File: src/rtl/ecc_defs.sv
// Shared ECC definitions used by the point loader, the P2 register and the
// core controller: coordinate width, field prime and P2 register op codes.
package ecc_defs;

  localparam int CW = 256;

  localparam logic [CW-1:0] FIELD_P =
    256'hffffffff00000001000000000000000000000000ffffffffffffffffffffffff;

  // P2 register operations issued by the core controller on p2_en.
  // P2_SET_T latches the point currently presented by the loader.
  typedef enum logic [1:0] {
    P2_SET_N = 2'd0,
    P2_SET_M = 2'd1,
    P2_SET_T = 2'd2
  } p2_op_t;

endpackage

File: src/rtl/ecc_pt_loader_pkg.sv
// Loader-local definitions: FSM state encoding and a counter-width helper.
package ecc_pt_loader_pkg;

  typedef enum logic [2:0] {
    LOAD_X = 3'd0,
    LOAD_Y = 3'd1,
    CHECK  = 3'd2,
    HOLD   = 3'd3,
    ERR    = 3'd4
  } ld_state_t;

  // Word counter width; a single-word coordinate still gets a 1-bit counter.
  function automatic int cnt_width(input int nw);
    return (nw > 1) ? $clog2(nw) : 1;
  endfunction

endpackage

File: src/rtl/ecc_pt_loader_lt_cmp.sv
// ecc_lt_cmp: combinational unsigned a < b over the full coordinate width.
module ecc_lt_cmp #(
  parameter int W = 256
) (
  input  logic [W-1:0] a,
  input  logic [W-1:0] b,
  output logic         lt
);

  assign lt = (a < b);

endmodule

File: src/rtl/ecc_pt_loader.sv
// ecc_pt_loader: collects one affine point (X then Y, MS word first) from the
// host write stream, range-checks both coordinates against the field prime and
// presents the point to the P2 register.
//
// Handshakes (both strict valid/ready):
//   host side:     a word transfers on a rising clk edge where wr_valid & wr_ready;
//                  wr_valid may drop between words for any number of cycles.
//   consumer side: a point transfers on a rising clk edge where pt_valid & pt_take;
//                  pt_valid stays high and x/y stay stable until that edge.
// All outputs come straight from flops, so no input reaches an output
// combinationally.
module ecc_pt_loader
  import ecc_pt_loader_pkg::*;
#(
  parameter int              DW      = 32,
  parameter int              CW      = ecc_defs::CW,
  parameter logic [CW-1:0]   FIELD_P = ecc_defs::FIELD_P
) (
  input  logic          clk,
  input  logic          rst_n,
  input  logic          abort,
  input  logic          wr_valid,
  output logic          wr_ready,
  input  logic [DW-1:0] wr_data,
  output logic          pt_valid,
  input  logic          pt_take,
  output logic [CW-1:0] x,
  output logic [CW-1:0] y,
  output logic          err,
  output logic          busy
);

  localparam int NW    = CW / DW;
  localparam int CNT_W = cnt_width(NW);

  localparam logic [CNT_W-1:0] CNT_LAST = CNT_W'(NW - 1);
  localparam logic [CNT_W-1:0] CNT_ONE  = CNT_W'(1);

  ld_state_t        state;
  ld_state_t        state_nxt;
  logic [CNT_W-1:0] count;
  logic [CNT_W-1:0] count_nxt;
  logic             shift_x;
  logic             shift_y;
  logic             x_in_range;
  logic             y_in_range;

  ecc_lt_cmp #(.W(CW)) u_cmp_x (
    .a  (x),
    .b  (FIELD_P),
    .lt (x_in_range)
  );

  ecc_lt_cmp #(.W(CW)) u_cmp_y (
    .a  (y),
    .b  (FIELD_P),
    .lt (y_in_range)
  );

  // Next-state, word counter and shift enables; abort overrides everything,
  // including a coincident word transfer or point take.
  always_comb begin
    state_nxt = state;
    count_nxt = count;
    shift_x   = 1'b0;
    shift_y   = 1'b0;
    if (abort) begin
      state_nxt = LOAD_X;
      count_nxt = '0;
    end else begin
      case (state)
        LOAD_X: begin
          if (wr_valid) begin
            shift_x = 1'b1;
            if (count == CNT_LAST) begin
              count_nxt = '0;
              state_nxt = LOAD_Y;
            end else begin
              count_nxt = count + CNT_ONE;
            end
          end
        end
        LOAD_Y: begin
          if (wr_valid) begin
            shift_y = 1'b1;
            if (count == CNT_LAST) begin
              count_nxt = '0;
              state_nxt = CHECK;
            end else begin
              count_nxt = count + CNT_ONE;
            end
          end
        end
        CHECK: begin
          state_nxt = (x_in_range && y_in_range) ? HOLD : ERR;
        end
        HOLD: begin
          if (pt_take) begin
            state_nxt = LOAD_X;
          end
        end
        ERR: begin
          state_nxt = ERR;
        end
        default: begin
          state_nxt = LOAD_X;
          count_nxt = '0;
        end
      endcase
    end
  end

  // State and counter registers.
  always_ff @(posedge clk or negedge rst_n) begin
    if (!rst_n) begin
      state <= LOAD_X;
      count <= '0;
    end else begin
      state <= state_nxt;
      count <= count_nxt;
    end
  end

  // Coordinate shift registers; they are never cleared by abort or a take,
  // only overwritten by the next load.
  always_ff @(posedge clk or negedge rst_n) begin
    if (!rst_n) begin
      x <= '0;
      y <= '0;
    end else begin
      if (shift_x) begin
        x <= (x << DW) | CW'(wr_data);
      end
      if (shift_y) begin
        y <= (y << DW) | CW'(wr_data);
      end
    end
  end

  // Status outputs registered from the next state so they line up with it.
  always_ff @(posedge clk or negedge rst_n) begin
    if (!rst_n) begin
      wr_ready <= 1'b1;
      pt_valid <= 1'b0;
      err      <= 1'b0;
      busy     <= 1'b0;
    end else begin
      wr_ready <= (state_nxt == LOAD_X) || (state_nxt == LOAD_Y);
      pt_valid <= (state_nxt == HOLD);
      err      <= (state_nxt == ERR);
      busy     <= (state_nxt != ERR) &&
                  ((state_nxt != LOAD_X) || (count_nxt != '0));
    end
  end

endmodule
File: config.mk
export PLATFORM = sky130hd
export DESIGN_NAME = ecc_pt_loader
export DESIGN_NICKNAME = d
export VERILOG_FILES = /design/src/rtl/ecc_defs.sv /design/src/rtl/ecc_pt_loader_pkg.sv /design/src/rtl/ecc_pt_loader_lt_cmp.sv /design/src/rtl/ecc_pt_loader.sv
export SDC_FILE = /design/constraint.sdc
export NUM_CORES = 1
export LEC_CHECK = 0
export ABC_AREA = 1
export BUFFER_PORTS_ARGS = -buffer_cell sky130_fd_sc_hd__buf_2
export CORE_MARGIN = 8
export CORE_UTILIZATION = 25
export CTS_BUF_LIST = sky130_fd_sc_hd__clkbuf_2
export CTS_CLUSTER_DIAMETER = 200
export DETAILED_ROUTE_END_ITERATION = 8
export GPL_TIMING_DRIVEN = 0
export PLACE_DENSITY = 0.49
export SYNTH_ARGS = -nofsm -noshare
export SYNTH_HDL_FRONTEND = slang
export SYNTH_HIERARCHICAL = 1
export SYNTH_SLANG_ARGS = --single-unit
File: constraint.sdc
create_clock -name clk -period 4.2 [get_ports clk]
set_clock_uncertainty 0.2 [all_clocks]
set_input_delay 0.42 -clock clk [delete_from_list [all_inputs] [get_ports clk]]
set_output_delay 0.42 -clock clk [all_outputs]
set_load 0.03 [all_outputs]
After elaboration in Yosys (flattened, before gate mapping)

Index checks and enable logic that the tools add are counted.

Bits in registers: 522
Bits in latches: 0
Memory bits (writable): 0
Bits in read-only memories: 0
Input bits: 37
Output and inout bits: 516
Word-level logic and storage cells: 49
Memories kept: 0

Add/subtract/negate cells: 1
Multipliers: 0
Div/mod/pow operators: 0
Order comparisons: 2
Equal/unequal tests: 9
Shift operators: 0
Multiplexer cells: 17
Bitwise gates (word level): 2
Reduce and logical (&&, ||, !) cells: 10

Operators by type and width:

| operator                                                        | number |
|---|---|
| 256-bit < comparator, second input constant                     | 2 |
| 256-bit by 32-bit OR with 256-bit output                        | 2 |
| 3-bit two-way mux                                               | 10 |
| 3-bit one-hot mux with 5 select lines                           | 1 |
| 3-bit by 2-bit == test with 1-bit output, second input constant | 3 |
| 3-bit == test, second input constant                            | 3 |
| 3-bit by 1-bit == test with 1-bit output, second input constant | 2 |
| 3-bit zero test                                                 | 2 |
| 3-bit one-hot mux with 2 select lines                           | 1 |
| 3-bit nonzero test                                              | 2 |
| 1-bit two-way mux                                               | 5 |
| 3-bit by 1-bit adder with 3-bit output, second input constant   | 1 |
| 3-bit inequality test, second input constant                    | 1 |
| 3-bit OR reduction                                              | 1 |
| 1-bit logical AND                                               | 2 |
| 1-bit logical OR                                                | 2 |
| 2-bit OR reduction                                              | 1 |

Logic depth before layout (Yosys ltp)

Depth after elaboration: 8
Gate-level depth with buffers: 25
Mapped depth without buffers: 25

Hierarchy

Netlist, hierarchy kept.

Modules (own cells, without submodules):

| module        | instances | cells each | area each (um^2) | sequential area each (um^2) |
|---|---|---|---|---|
| ecc_pt_loader | 1         | 1366       | 20024.2          | 13063.8 |
| ecc_lt_cmp    | 2         | 1056       | 6613.8           | 0.0 |

Worst setup path before layout

No wires, ideal clock.

Path type: register -> register
Start point: reg x[125]
End point: reg busy
Library setup time: 0.132 ns
Arrival: 2.136 ns
Data required time: 3.868 ns
Path slack: 1.732 ns
Stages on the path, launching flop included: 19
Buffers on the path: 0
Clock period less this slack: 2.468 ns
Cell sequence: dfrtp_1 -> ha_1 -> nand2_1 -> nor2_1 -> nand2_1 -> nor3_1 -> nand3_1 -> nor2_1 -> nand2_1 -> nand2_1 -> a21oi_1 -> nand2_1 -> nand2_1 -> nand3_1 -> nand3_1 -> nand2_1 -> nand2_1 -> nor2_1 -> nor2_1

Word-level cells in the longest chain between the ends: 8
Elaborated cells between the ends (all ways): 9
Those cells by class: 1 x order compare; 1 x eq/ne; 3 x mux; 4 x reduce/logical

Ends and longest elaborated chain:

| element                                 | RTL line                   | RTL |
|---|---|---|
| start, declared                         | ecc_pt_loader.sv:27        | `output logic [CW-1:0] x,` |
| start signal, assigned                  | ecc_pt_loader.sv:132       | `x <= (x << DW) \| CW'(wr_data);` |
| 256-bit < comparator *                  | ecc_pt_loader_lt_cmp.sv:10 | `assign lt = (a < b);` |
| named net x_in_range                    | ecc_pt_loader.sv:45        | `logic x_in_range;` |
| 1-bit logical AND *                     | ecc_pt_loader.sv:95        | `state_nxt = (x_in_range && y_in_range) ? HOLD : ERR;` |
| 3-bit two-way mux *                     | ecc_pt_loader.sv:95        |  |
| 3-bit one-hot mux with 5 select lines * | ecc_pt_loader.sv:71        | `case (state)` |
| 3-bit two-way mux *                     | ecc_pt_loader.sv:67        | `if (abort) begin` |
| 3-bit nonzero test                      | ecc_pt_loader.sv:152       | `((state_nxt != LOAD_X) \|\| (count_nxt != '0));` |
| 1-bit logical OR                        | ecc_pt_loader.sv:152       |  |
| 1-bit logical AND *                     | ecc_pt_loader.sv:151       | `busy <= (state_nxt != ERR) &&` |
| end signal, assigned                    | ecc_pt_loader.sv:151       |  |
| end, declared                           | ecc_pt_loader.sv:30        | `output logic busy` |

Mark *: on every way through the listed nets, which the timed path passes. The rest lies on a longest branch.
A chain may end at the register's enable or synchronous reset.

Worst setup path in the final report

Start point: reg x[217]
End point: reg busy

The elaborated chain is that of the path after synthesis.

==> results.md <==
* Actual slew at the worst max-slew pin at 1.03 ns
* Unrepaired setup endpoints after global routing: no
* CTS resizes at 0
* Worst EP arrival at 4.71 ns
* Max Root-Sink Buffers at 3
* Gate Count Post-Synth at 3478
* Final period utilization at 85.1%
* Clock Tree Root: clkbuf_2
* Hpwl dp at 97.8 mm
* Final Slew Violations at 0
* Max Used Layer: met4
* Final wirelength at 119 mm
* Critical R2R Capture: busy
* Pwr/cell area at 397 mW/mm^2
* Total grt overflow at 0
* Distinct cell type count after synthesis at 34
* Max cap viols at 0
* Clk Latency, worst-skew pair at 1.51 ns
* CP Launch Point: x[217]
* # DRC at 0
* First-pass GRT wire length at 176 mm
* Vias per Instance at 4.12
* M1 WL at 52.8 mm
* Wire length per cell at 17.7 um
* Number of global-route vias before repair at 27732
* Antenna Nets Post-Route at 0
* Cell area after synthesis at 0.0333 sq mm
* CP Capture Type: flop
* Die outline height at 381 um
* Kind of critical path: reg2reg
* Worst hold stages at 1
* Share of post-route cells with drive strength above 1 at 25.9%
* Final setup viols at 0
* Dpl cells at 6313
* Row count at 134
* Syn avg cell area at 9.56 sq um
* CTS tree: done
* GP Congestion at 0.830
* Number of top-level pins at 553
* Rel. slew slack at 31.1%
* Worst Min Path Start: y[5]
* Hold Worst Slack at 0.312 ns
* Fin cells at 6722
* CTS sink cnt at 522
* Total Power at 17.0 mW
* Warnings, synthesis at 6
* TritonRoute pass-1 iters at 7
* # fillers at 14183
* Clock-pin slew on the worst setup and hold paths at 0.10 ns
* 1st-iter DRT viols at 959
* Core Area at 0.133 sq mm
* Die area at 0.145 sq mm
* Htree depth at 4
* Vias at 27664
* Effective utilization at floorplan at 25.0%
* Min-delay worst type: reg2reg
* Area Overhead vs Synth at 28.9%
* Worst R2R Path Depth at 17
* Aggregate negative setup slack at 0 ns
* Synthesis-stage register bit count at 522
* Leak at 26.0 nW
* Number of port buffers at 552
* Register area share after synthesis at 39.3%
* Wire length on met2 at 54.4 mm
* Status: complete, no violations
* Hold Path Sink: y[37]
* Largest net degree at the start of global routing at 109
* Reg2reg start: x[217]
* Worst vdd ir at 0.299 mV
* Initial antenna violation count at 10
* Net count, final at 5367
* Met3 WL at 7.10 mm
* Final hold violations at 0
* Flop-to-flop setup slack at 0.63 ns
* Crit Path Max Fanout at 4
* Post-layout min period at 3.57 ns
* Setup crit start kind: flop
* GRT Total Usage at 16.1%
* Die width at 381 um
* Fmax at 280 MHz
* Clock buffers created by TritonCTS at 159
* Crit path required time at 5.34 ns
[placed cells by master (no fill, tap or decap), types with 50 or more instances in the layout]
master	netlist	final
inv_1	660	660
mux2_4	140	140
buf_2	39	590
clkbuf_2	0	229
conb_1	2	512
nand4_1	50	50
o21ai_0	136	136
o21ai_1	50	50
nor2_1	161	161
dfrtp_1	521	521
dlygate4sd3_1	0	111
mux2_2	240	240
nand2_1	468	468
a21oi_1	287	287
ha_1	512	512
nand3_1	77	77
[sequential cells by signal, summed over array words and instances, names as in the netlist]
name      flops
wr_ready      1
state         3
pt_valid      1
err           1
count         3
x           256
y           256
busy          1
[layer usage]
layer | up-vias | GRT usage [%]
met2 | 666 | 26.1
met1 | 13000 | 20.4
met4 | 0 | 6.61
met3 | 208 | 4.18
li1 | 13790 | -
met5 | - | 0
[synth_stat cells, drive strengths merged]
cell	instances	share of area [%]
nand3	77	1.2
mux2	382	15
inv	685	7.7
nand2	470	5.3
dfrtp	521	39
a211oi	2	0.045
a31oi	2	0.038
nor3	22	0.39
o21ai	186	2.8
ha	512	19
nand4	50	0.94
a21oi	287	4.3
clkbuf	12	0.14
o211ai	5	0.11
dfstp	1	0.079
a21o	6	0.14
buf	58	1.2
nor4b	2	0.090
nor2	170	2.0
clkinv	8	0.090
o21a	12	0.27
nor4	2	0.038
nand3b	2	0.045
and3	2	0.038
conb	2	0.023
[what timing repair did]
item | in CTS | in global routing
hold endpoints to repair | 950 | 0
buffers inserted | 0 | 0
hold buffers | 112 | 0
[worst max-delay path by stage]
stage                     endpoint  cells past startpoint
after floorplan               busy                     18
after global placement      y[228]                      1
after detailed placement      busy                     18
after CTS                     busy                     18
after global routing          busy                     18
final                         busy                     17
[worst max-delay path: stages (launching register included)]
cell and delay (ns):
dfrtp_1 0.52, ha_1 0.30, a21oi_1 0.16, o21ai_1 0.09, a21oi_1 0.22, o21a_1 0.21, nand2_1 0.06, a21oi_1 0.33
nand2_1 0.10, a21oi_1 0.44, nand2_1 0.20, nand2_1 0.15, nand3_1 0.11, nand3_1 0.09, nand2_1 0.09, nand2_1 0.08
nor2_1 0.04, nor2_1 0.08
[cells by family after synthesis]
group	synth area share [%]
flops	39.3
compound gates	7.72
buf+inv	9.18
other cells	0.0226
fa+ha+maj	19.3
mux	14.5
simple gates	10.0
[through the flow]
step                      worst slack [ns]  instance area, sq um  util (%)
after CTS                            0.331                 42800      32.2
after detailed placement             0.375                 40300      30.3
after floorplan                       1.73                 35200         -
after global placement               -9.31                 40100      30.2
final                                0.627                 42900      32.3
after global routing                 0.255                 42800      32.3
[report_power, final]
group	internal (mW)	switching [mW]	leakage (nW)
registers	5.79	1.33	6.85
logic	2.02	3.88	18.1
clock network	1.54	2.46	1.06
total	9.36	7.67	26.0
[final cells by class]
class,instances,area [sq um],area share [%]
Timing Repair Buffer,669,4050,9.44
Buffer,70,450,1.05
Sequential cell,522,13100,30.5
Multi-Input combinational cell,2703,19100,44.4
Inverter,693,2600,6.07
Tap cell,1768,2210,5.16
Clock inverter,50,250,0.584
Antenna cell,18,45.0,0.105
Clock buffer,229,1150,2.67
No activity file was read; power rests on OpenSTA's default activity.
